==> src/rtl/mul_div_unit.sv <==
// RV32M multiply/divide unit: 32-cycle shift-add multiplier and restoring divider.
// Define MDU_EARLY_OUT_EN to finish trivial cases (x/0, overflow, mul by 0) in one edge.
module mul_div_unit (
  input  logic        clk,
  input  logic        rst,
  input  logic        start,
  input  logic [2:0]  funct3,
  input  logic [31:0] RUrs1,
  input  logic [31:0] RUrs2,
  output logic        busy,
  output logic        done,
  output logic [31:0] MDUResult
);

  typedef enum logic [1:0] {
    IDLE,
    CALC,
    DONE
  } state_t;

  state_t      state_q, state_d;
  logic [5:0]  cnt_q, cnt_d;
  logic [63:0] acc_q, acc_d;
  logic [31:0] b_q, b_d;
  logic [2:0]  op_q, op_d;
  logic        qneg_q, qneg_d;
  logic        rneg_q, rneg_d;
  logic [31:0] res_q, res_d;

  logic        a_sgn, b_sgn;
  logic        sa, sb;
  logic        b_zero;
  logic [31:0] mag_a, mag_b;
  logic        eo_hit;
  logic [31:0] eo_res;

  logic [32:0] msum;
  logic [63:0] mul_nx;
  logic [32:0] rsh;
  logic [33:0] dtr;
  logic        ge;
  logic [63:0] div_nx;
  logic [63:0] step;
  logic [63:0] pm;
  logic [31:0] qs, rs;
  logic [31:0] fin;

  // Operand signedness and magnitudes for the incoming request
  always_comb begin
    a_sgn  = (funct3 == 3'b001) || (funct3 == 3'b010) ||
             (funct3 == 3'b100) || (funct3 == 3'b110);
    b_sgn  = (funct3 == 3'b001) || (funct3 == 3'b100) ||
             (funct3 == 3'b110);
    sa     = a_sgn & RUrs1[31];
    sb     = b_sgn & RUrs2[31];
    mag_a  = sa ? (~RUrs1 + 32'd1) : RUrs1;
    mag_b  = sb ? (~RUrs2 + 32'd1) : RUrs2;
    b_zero = (RUrs2 == 32'h0);
  end

`ifdef MDU_EARLY_OUT_EN
  logic ovf;

  always_comb begin
    ovf    = ((funct3 == 3'b100) || (funct3 == 3'b110)) &&
             (RUrs1 == 32'h8000_0000) &&
             (RUrs2 == 32'hFFFF_FFFF);
    eo_hit = 1'b0;
    eo_res = 32'h0;
    if (funct3[2]) begin
      eo_hit = b_zero | ovf;
      if (b_zero)
        eo_res = funct3[1] ? RUrs1 : 32'hFFFF_FFFF;
      else if (ovf)
        eo_res = funct3[1] ? 32'h0 : 32'h8000_0000;
    end else begin
      eo_hit = (RUrs1 == 32'h0) | b_zero;
    end
  end
`else
  always_comb begin
    eo_hit = 1'b0;
    eo_res = 32'h0;
  end
`endif

  // One datapath iteration plus sign fix-up of the completed result
  always_comb begin
    msum   = {1'b0, acc_q[63:32]} +
             {1'b0, (acc_q[0] ? b_q : 32'h0)};
    mul_nx = {msum, acc_q[31:1]};
    rsh    = acc_q[63:31];
    dtr    = {1'b0, rsh} - {2'b00, b_q};
    ge     = ~dtr[33];
    div_nx = {(ge ? dtr[31:0] : rsh[31:0]),
              acc_q[30:0], ge};
    step   = op_q[2] ? div_nx : mul_nx;
    pm     = qneg_q ? (~step + 64'd1) : step;
    qs     = qneg_q ? (~step[31:0] + 32'd1) : step[31:0];
    rs     = rneg_q ? (~step[63:32] + 32'd1) : step[63:32];
    case (op_q)
      3'b000:                 fin = pm[31:0];
      3'b001, 3'b010, 3'b011: fin = pm[63:32];
      3'b100, 3'b101:         fin = qs;
      default:                fin = rs;
    endcase
  end

  always_comb begin
    state_d = state_q;
    cnt_d   = cnt_q;
    acc_d   = acc_q;
    b_d     = b_q;
    op_d    = op_q;
    qneg_d  = qneg_q;
    rneg_d  = rneg_q;
    res_d   = res_q;
    unique case (state_q)
      IDLE, DONE: begin
        state_d = IDLE;
        if (start) begin
          op_d   = funct3;
          acc_d  = {32'h0, mag_a};
          b_d    = mag_b;
          // x/0 quotient stays all-ones regardless of operand signs
          qneg_d = (sa ^ sb) & ~(funct3[2] & b_zero);
          rneg_d = sa;
          cnt_d  = 6'd0;
          if (eo_hit) begin
            state_d = DONE;
            res_d   = eo_res;
          end else begin
            state_d = CALC;
          end
        end
      end
      CALC: begin
        acc_d = step;
        cnt_d = cnt_q + 6'd1;
        if (cnt_q == 6'd31) begin
          state_d = DONE;
          res_d   = fin;
        end
      end
      default: state_d = IDLE;
    endcase
  end

  always_ff @(posedge clk) begin
    if (rst) begin
      state_q <= IDLE;
      cnt_q   <= 6'd0;
      acc_q   <= 64'h0;
      b_q     <= 32'h0;
      op_q    <= 3'b000;
      qneg_q  <= 1'b0;
      rneg_q  <= 1'b0;
      res_q   <= 32'h0;
    end else begin
      state_q <= state_d;
      cnt_q   <= cnt_d;
      acc_q   <= acc_d;
      b_q     <= b_d;
      op_q    <= op_d;
      qneg_q  <= qneg_d;
      rneg_q  <= rneg_d;
      res_q   <= res_d;
    end
  end

  assign busy      = (state_q == CALC);
  assign done      = (state_q == DONE);
  assign MDUResult = res_q;

endmodule
==> config.mk <==
export PLATFORM = sky130hd
export DESIGN_NAME = mul_div_unit
export DESIGN_NICKNAME = d
export VERILOG_FILES = /design/src/rtl/mul_div_unit.sv
export SDC_FILE = /design/constraint.sdc
export NUM_CORES = 1
export LEC_CHECK = 0
export ABC_CLOCK_PERIOD_IN_PS = 7000
export BUFFER_PORTS_ARGS = -buffer_cell sky130_fd_sc_hd__buf_2
export CAP_MARGIN = 20
export CORE_UTILIZATION = 50
export DETAILED_ROUTE_END_ITERATION = 7
export PLACE_DENSITY = 0.68
export SETUP_SLACK_MARGIN = 0.3
export SLEW_MARGIN = 15
export SYNTH_ARGS = -nofsm -noshare
export SYNTH_HDL_FRONTEND = slang
export SYNTH_SLANG_ARGS = --single-unit
==> constraint.sdc <==
create_clock -name clk -period 7 [get_ports clk]
set_input_delay 1.05 -clock clk [delete_from_list [all_inputs] [get_ports clk]]
set_output_delay 1.05 -clock clk [all_outputs]
set_load 0.01 [all_outputs]
# [Word-level counts from Yosys, hierarchy flattened]
# Cells that the tools add are included.
[classes] addsub=8 eq_ne=14 mux=16 n_bitwise=12 n_reduce_logical=15
[op_table] cell="32-bit 2-to-1 mux" count=6
[op_table] cell="64-bit 2-to-1 mux" count=3
[op_table] cell="32-bit by 1-bit adder with 32-bit output, second input constant" count=4
[op_table] cell="32-bit inverter" count=4
[op_table] cell="64-bit one-hot mux with 2 select lines" count=1
[op_table] cell="32-bit one-hot mux with 3 select lines" count=1
[op_table] cell="64-bit by 1-bit adder with 64-bit output, second input constant" count=1
[op_table] cell="64-bit inverter" count=1
[op_table] cell="33-bit by 32-bit subtractor with 34-bit output" count=1
[op_table] cell="32-bit by 32-bit adder with 33-bit output" count=1
[op_table] cell="32-bit zero test" count=1
[op_table] cell="3-bit equality test, second input constant" count=4
[op_table] cell="6-bit one-hot mux with 2 select lines" count=1
[op_table] cell="3-bit by 2-bit equality test with 1-bit output, second input constant" count=3
[op_table] cell="6-bit by 1-bit adder with 6-bit output, second input constant" count=1
[op_table] cell="3-bit by 1-bit equality test with 1-bit output, second input constant" count=2
[op_table] cell="6-bit by 5-bit equality test with 1-bit output, second input constant" count=1
[op_table] cell="6-bit 2-to-1 mux" count=1
[op_table] cell="2-bit AND reduction" count=3
[op_table] cell="1-bit logical OR" count=5
[op_table] cell="1-bit bitwise AND" count=4
[op_table] cell="2-bit one-hot mux with 2 select lines" count=1
[op_table] cell="2-bit OR reduction" count=2
[op_table] cell="3-bit zero test" count=1
[op_table] cell="11 further kinds" count=12
[totals] ff_bits=141 in_bits=70 output_inout_bits=34

# [Depth between registers and ports, before layout]
[depth] word_depth=8 mapped_depth=22

# [Least setup slack after synthesis]
# OpenSTA, ideal clock, no wires.
[synth_timing] path_type="register to register" from="register op_q[2]" to="register res_q[8] (netlist: MDUResult[8])" arrival_ns=5.474 required_time_ns=6.868 path_slack_ns=1.394 path_stages_with_launch=22 path_buffers=9 synth_period_minus_slack_ns=5.606 path_cell_list="dfxtp_1 -> clkbuf_1 -> buf_2 -> buf_2 -> clkbuf_1 -> buf_1 -> clkbuf_1 -> clkbuf_1 -> clkbuf_1 -> mux2i_1 -> ha_1 -> o211ai_1 -> or3_1 -> or2_2 -> or2_2 -> or3_1 -> clkbuf_1 -> o41ai_1 -> xor2_1 -> o221ai_1 -> o211ai_1 -> a21oi_1"
[synth_via] elab_chain_len=5
[synth_lines] item="from (decl)" line="25" source="logic [2:0] op_q, op_d;"
[synth_lines] item="from (signal assigned)" line="164" source="op_q <= op_d;"
[synth_lines] item="64-bit 2-to-1 mux" line="97" source="step = op_q[2] ? div_nx : mul_nx;"
[synth_lines] item="64-bit inverter (tied with other cells)" line="98" source="pm = qneg_q ? (~step + 64'd1) : step;"
[synth_lines] item="64-bit by 1-bit adder with 64-bit output (tied with other cells)" line="98"
[synth_lines] item="64-bit 2-to-1 mux (tied with other cells)" line="98"
[synth_lines] item="32-bit one-hot mux with 3 select lines *" line="101" source="case (op_q)"
[synth_lines] item="to (signal assigned)" line="167" source="res_q <= res_d;"
[synth_lines] item="to (decl)" line="28" source="logic [31:0] res_q, res_d;"
# Every way passes the cells marked *; elsewhere a longest branch is shown, timed or not.
# A chain may end at the register's enable or synchronous reset.

# [Worst setup path in the final report]
[layout_timing] from="register b_q[1]" to="register res_q[8] (netlist: MDUResult[8])"
[layout_via] elab_chain_len=7
[layout_lines] item="from (decl)" line="24" source="logic [31:0] b_q, b_d;"
[layout_lines] item="from (signal assigned)" line="154" source="b_q <= 32'h0;"
[layout_lines] item="from (signal assigned)" line="163" source="b_q <= b_d;"
[layout_lines] item="33-bit by 32-bit subtractor with 34-bit output / 32-bit 2-to-1 mux (equally long branches)" line="93, 90"
[layout_lines] item="32-bit 2-to-1 mux (tied with other cells)" line="95" source="div_nx = {(ge ? dtr[31:0] : rsh[31:0]),"
[layout_lines] item="64-bit 2-to-1 mux *" line="97"
[layout_lines] item="64-bit inverter (tied with other cells)" line="98"
[layout_lines] item="64-bit by 1-bit adder with 64-bit output (tied with other cells)" line="98"
[layout_lines] item="64-bit 2-to-1 mux (tied with other cells)" line="98"
[layout_lines] item="32-bit one-hot mux with 3 select lines *" line="101"
# Marks and branches as above.

==> summary.txt <==
Global routing
  • Aggregate global-route resource usage: 0.3665
  • Vias in the first global route: 15,040
  • Overflow left after global routing: 0
  • Initial antenna violation count: 1
  • First-pass GRT wire length: ~87 mm
  • Largest net degree at the start of global routing: a little under 80

Yosys
  • Library cells used by synthesis: a little under 100
  • Nets in the synthesized netlist: about 2,200
  • Post-Syn Area per Cell: approximately 7 sq um
  • Post-synthesis cell count: 2,050
  • Post-synthesis sequential area ratio: 0.1911
  • Prevailing post-synth register cell: dfxtp_1
  • FFs w/ async S/R, synth: 0
  • Synthesis Warnings: 0
  • Synth Register Bits: 141
  • Post-synth EDFFs: 0
  • Synthesized area: approximately 0.015 sq mm

Place
  • # port buffers: 103
  • RD Place Congestion: roughly 1
  • Placement-stage cell area: 0.01557 sq mm
  • Total half-perimeter wirelength after legalization and detailed placement: between 40 and 50 mm

Power and ir drop
  • Psw: 1.213 mW
  • Clk network pwr share: 0.305
  • Reg power frac: 0.310
  • Fraction of power spent switching nets: 0.4174
  • Max VDD drop: ~0.19 mV
  • P per Cell Area: roughly 180 mW/mm^2
  • Portion of total power attributed to combinational logic: 0.386
  • Int Pwr: 1.693 mW
  • Static leakage power: between 6 and 7 nW

Layout
  • Area added between synthesis and finish: 9.299%
  • Post-layout util: 0.5596
  • Count of inserted antenna diode cells: 0
  • Fraction of final layout cells with drive strength greater than 1: 0.1197
  • Summed area of non-filler cells in the final layout: about 0.016 sq mm
  • Commonest cells after routing, fill and taps aside: nor2_1 (220), nand2_1 (186), a21oi_1 (156)
  • Most common cell after layout, fill and taps aside: nor2_1
  • Net count reported at finish: approximately 2,200

Worst setup path
  • R2R Path End: MDUResult[8]
  • Startpoint of the worst register-to-register path: b_q[1]
  • Crit path arrival time: 5.79 ns
  • Buffers and inverters on the worst path: 2
  • Max FO, Critical Path: 9
  • Kind of capture point of the worst setup path: flip-flop
  • Startpoint-to-endpoint class of the critical path: flip-flop to flip-flop
  • Kind of cell adding the most delay to the critical path: compound AO/OA/AOI/OAI gates
  • Max incr delay on CP: around 0.65 ns
  • Cell-by-cell listing of the critical path: inv_1 > ha_1 > nor2b_1 > o2111ai_1 > a21oi_2 > o311ai_4 > a21oi_1 > buf_4 > nor2_1 > ha_1 > o211ai_1 > or3_1 > or2_2 > or2_2 > or3_1 > o41ai_1 > xor2_1 > o221ai_1 > o211ai_1 > a21oi_1
  • Worst Setup Start Kind: flip-flop
  • Worst Path Required: 7.29 ns
  • Reg2Reg Setup Slack: 1.50 ns
  • Standard cell with the maximum stage delay on the critical path: o2111ai_1
  • Reg2Reg Depth: 20

Hold path
  • Class of the worst hold path: flip-flop to flip-flop
  • Cell count of the worst hold path: 2
  • Start point of the worst min-delay path: MDUResult[17]
  • Endpoint of the worst hold path: MDUResult[17]

Die
  • Chip height: ~170 um
  • Die Area: ~0.030 sq mm
  • Width of the die: ~170 um
  • Top-level port count: between 100 and 150
  • Effective utilization at floorplan: 0.5120
  • Core Region: around 0.029 sq mm
  • FP Rows: 62

Route
  • Remaining routing DRC violations: 0
  • ANT nets after route: 0
  • Mean routed wirelength per cell: roughly 23 um
  • WL final: ~56 mm
  • Number of iterations in the first detailed-routing pass: 8
  • Avg Vias per Cell: between 6 and 7
  • First DRT Iteration DRCs: between 2,000 and 2,500
  • Via count of the routed design: around 17,000

Timing
  • Hold violation total from the final report: 0
  • Highest clock frequency the design can meet: between 150 and 200 MHz
  • Number of endpoints failing setup at the final stage: 0
  • Worst Clk Skew: 0.01510 ns
  • Setup Total Neg Slack: 0 ns
  • Number of pins exceeding their max-slew limit in the final report: 0
  • Worst slew margin relative to its limit: 0.2829
  • Final clock period utilization by the worst path: 0.7859
  • Setup repair after global routing missed its margin: false
  • Slew at the pin closest to its max-slew limit: between 1 and 1.5 ns
  • Period minus WS final: 5.501 ns

Clock network
  • Clock root cell: clkbuf_16
  • Buffer depth of the longest clock path: 2
  • Cts bufs inserted: 17
  • Setup Fix Bufs, Post-CTS: 0
  • Clock tree from TritonCTS: yes
  • Deepest level of the CTS H-tree: 4
  • Number of clock sinks: 141
  • Hold-fix buffer count after cts: 0
  • Quantity of gates resized following cts: 0
  • Clk slew on worst S/H paths: about 0.07 ns
  • Clock latency on the worst-skew pair: ~0.45 ns

Job
  • Max-cap check violation count: 0

Run status
  • Outcome: finished, final reports clean
## worst register-to-register path, cell delays in order (launching register included)
cell       delay [ns]
dfxtp_1          0.40
inv_1            0.06
ha_1             0.26
nor2b_1          0.14
o2111ai_1        0.65
a21oi_2          0.23
o311ai_4         0.27
a21oi_1          0.10
buf_4            0.22
nor2_1           0.13
ha_1             0.21
o211ai_1         0.12
or3_1            0.44
or2_2            0.34
or2_2            0.31
or3_1            0.51
o41ai_1          0.39
xor2_1           0.18
o221ai_1         0.14
o211ai_1         0.15
a21oi_1          0.09
## cell usage after synthesis, types with 39 or more instances
cell	number	area (sq um)
dfxtp_1	141	2823
nand3_1	39	195.2
ha_1	69	863.3
xor2_1	52	455.4
clkbuf_1	100	375.4
nand2_1	186	698.2
o31ai_1	41	307.8
inv_1	61	229.0
a211oi_1	58	435.4
a22oi_1	54	405.4
nor3_1	65	325.3
and2_1	44	275.3
nor2_1	221	829.6
o21ai_0	115	575.6
a21oi_1	156	780.8
xnor2_1	108	945.9
## layer usage
| metal | part of all wire | track usage | wire length [um] | up-vias |
|---|---|---|---|---|
| li1 | - | - | - | 7716 |
| met1 | 0.45 | 0.5289 | 25370 | 7775 |
| met2 | 0.42 | 0.5412 | 23270 | 899 |
| met3 | 0.093 | 0.05599 | 5188 | 140 |
| met4 | 0.040 | 0.1451 | 2222 | 0 |
| met5 | 0 | 0 | 0 | - |
## kinds of logic (layout without fill, tap and decap cells)
logic type	Yosys count	count (layout)	share of synthesized area
compound gates	689	689	0.3178
buf+inv	193	240	0.05141
simple gates	750	750	0.2508
xor+xnor	160	160	0.09485
flops	141	141	0.1911
fa+ha+maj	71	71	0.06115
mux	46	46	0.03286
## flip-flops by register name (all words and copies together), names as in the netlist
name	count
acc_q	64
MDUResult	32
b_q	32
cnt_q	6
op_q	3
state_q	2
qneg_q	1
rneg_q	1
## power groups by stage
stage / Clock, mW / Sequential, mW / Combinational [mW]
2_1_floorplan: 0 / 0.887 / 0.778
3_3_place_gp: 0 / 0.920 / 1.08
3_5_place_dp: 0 / 0.922 / 1.08
4_1_cts: 0.889 / 0.904 / 1.08
5_1_grt: 0.924 / 0.905 / 1.20
6_report: 0.885 / 0.900 / 1.12
## how the worst max path moves through the flow
| stage | cells past startpoint | slack [ns] | start | endpoint |
|---|---|---|---|---|
| 3_5_place_dp | 20 | 1.59 | b_q[1] | MDUResult[8] |
| 6_report | 20 | 1.50 | b_q[1] | MDUResult[8] |
| 2_1_floorplan | 21 | 1.39 | op_q[2] | MDUResult[8] |
| 4_1_cts | 20 | 1.58 | b_q[1] | MDUResult[8] |
| 5_1_grt | 18 | 1.13 | b_q[1] | MDUResult[18] |
| 3_3_place_gp | 20 | 1.66 | b_q[1] | MDUResult[8] |
## through the flow
stage	setup slack, ns	hold WS (ns)	std cells	total power, mW
floorplan	1.394	0.4403	2050	1.665
global placement	1.662	0.4302	2448	1.995
detailed placement	1.587	0.4397	2448	1.999
CTS	1.578	0.4495	2480	2.876
global route	1.131	0.4633	2481	3.033
finish	1.499	0.4472	2481	2.905
## final cells by class
cell class | instances | area (sq um)
multi-input cells | 1716 | 11210
repair buffers | 142 | 823.3
clock inverters | 15 | 130.1
clock buffers | 17 | 425.4
well taps | 384 | 480.5
flip-flops and latches | 141 | 2828
fillers | 2861 | 12710
inverters | 66 | 247.7
(Power assumes the default switching activity.)
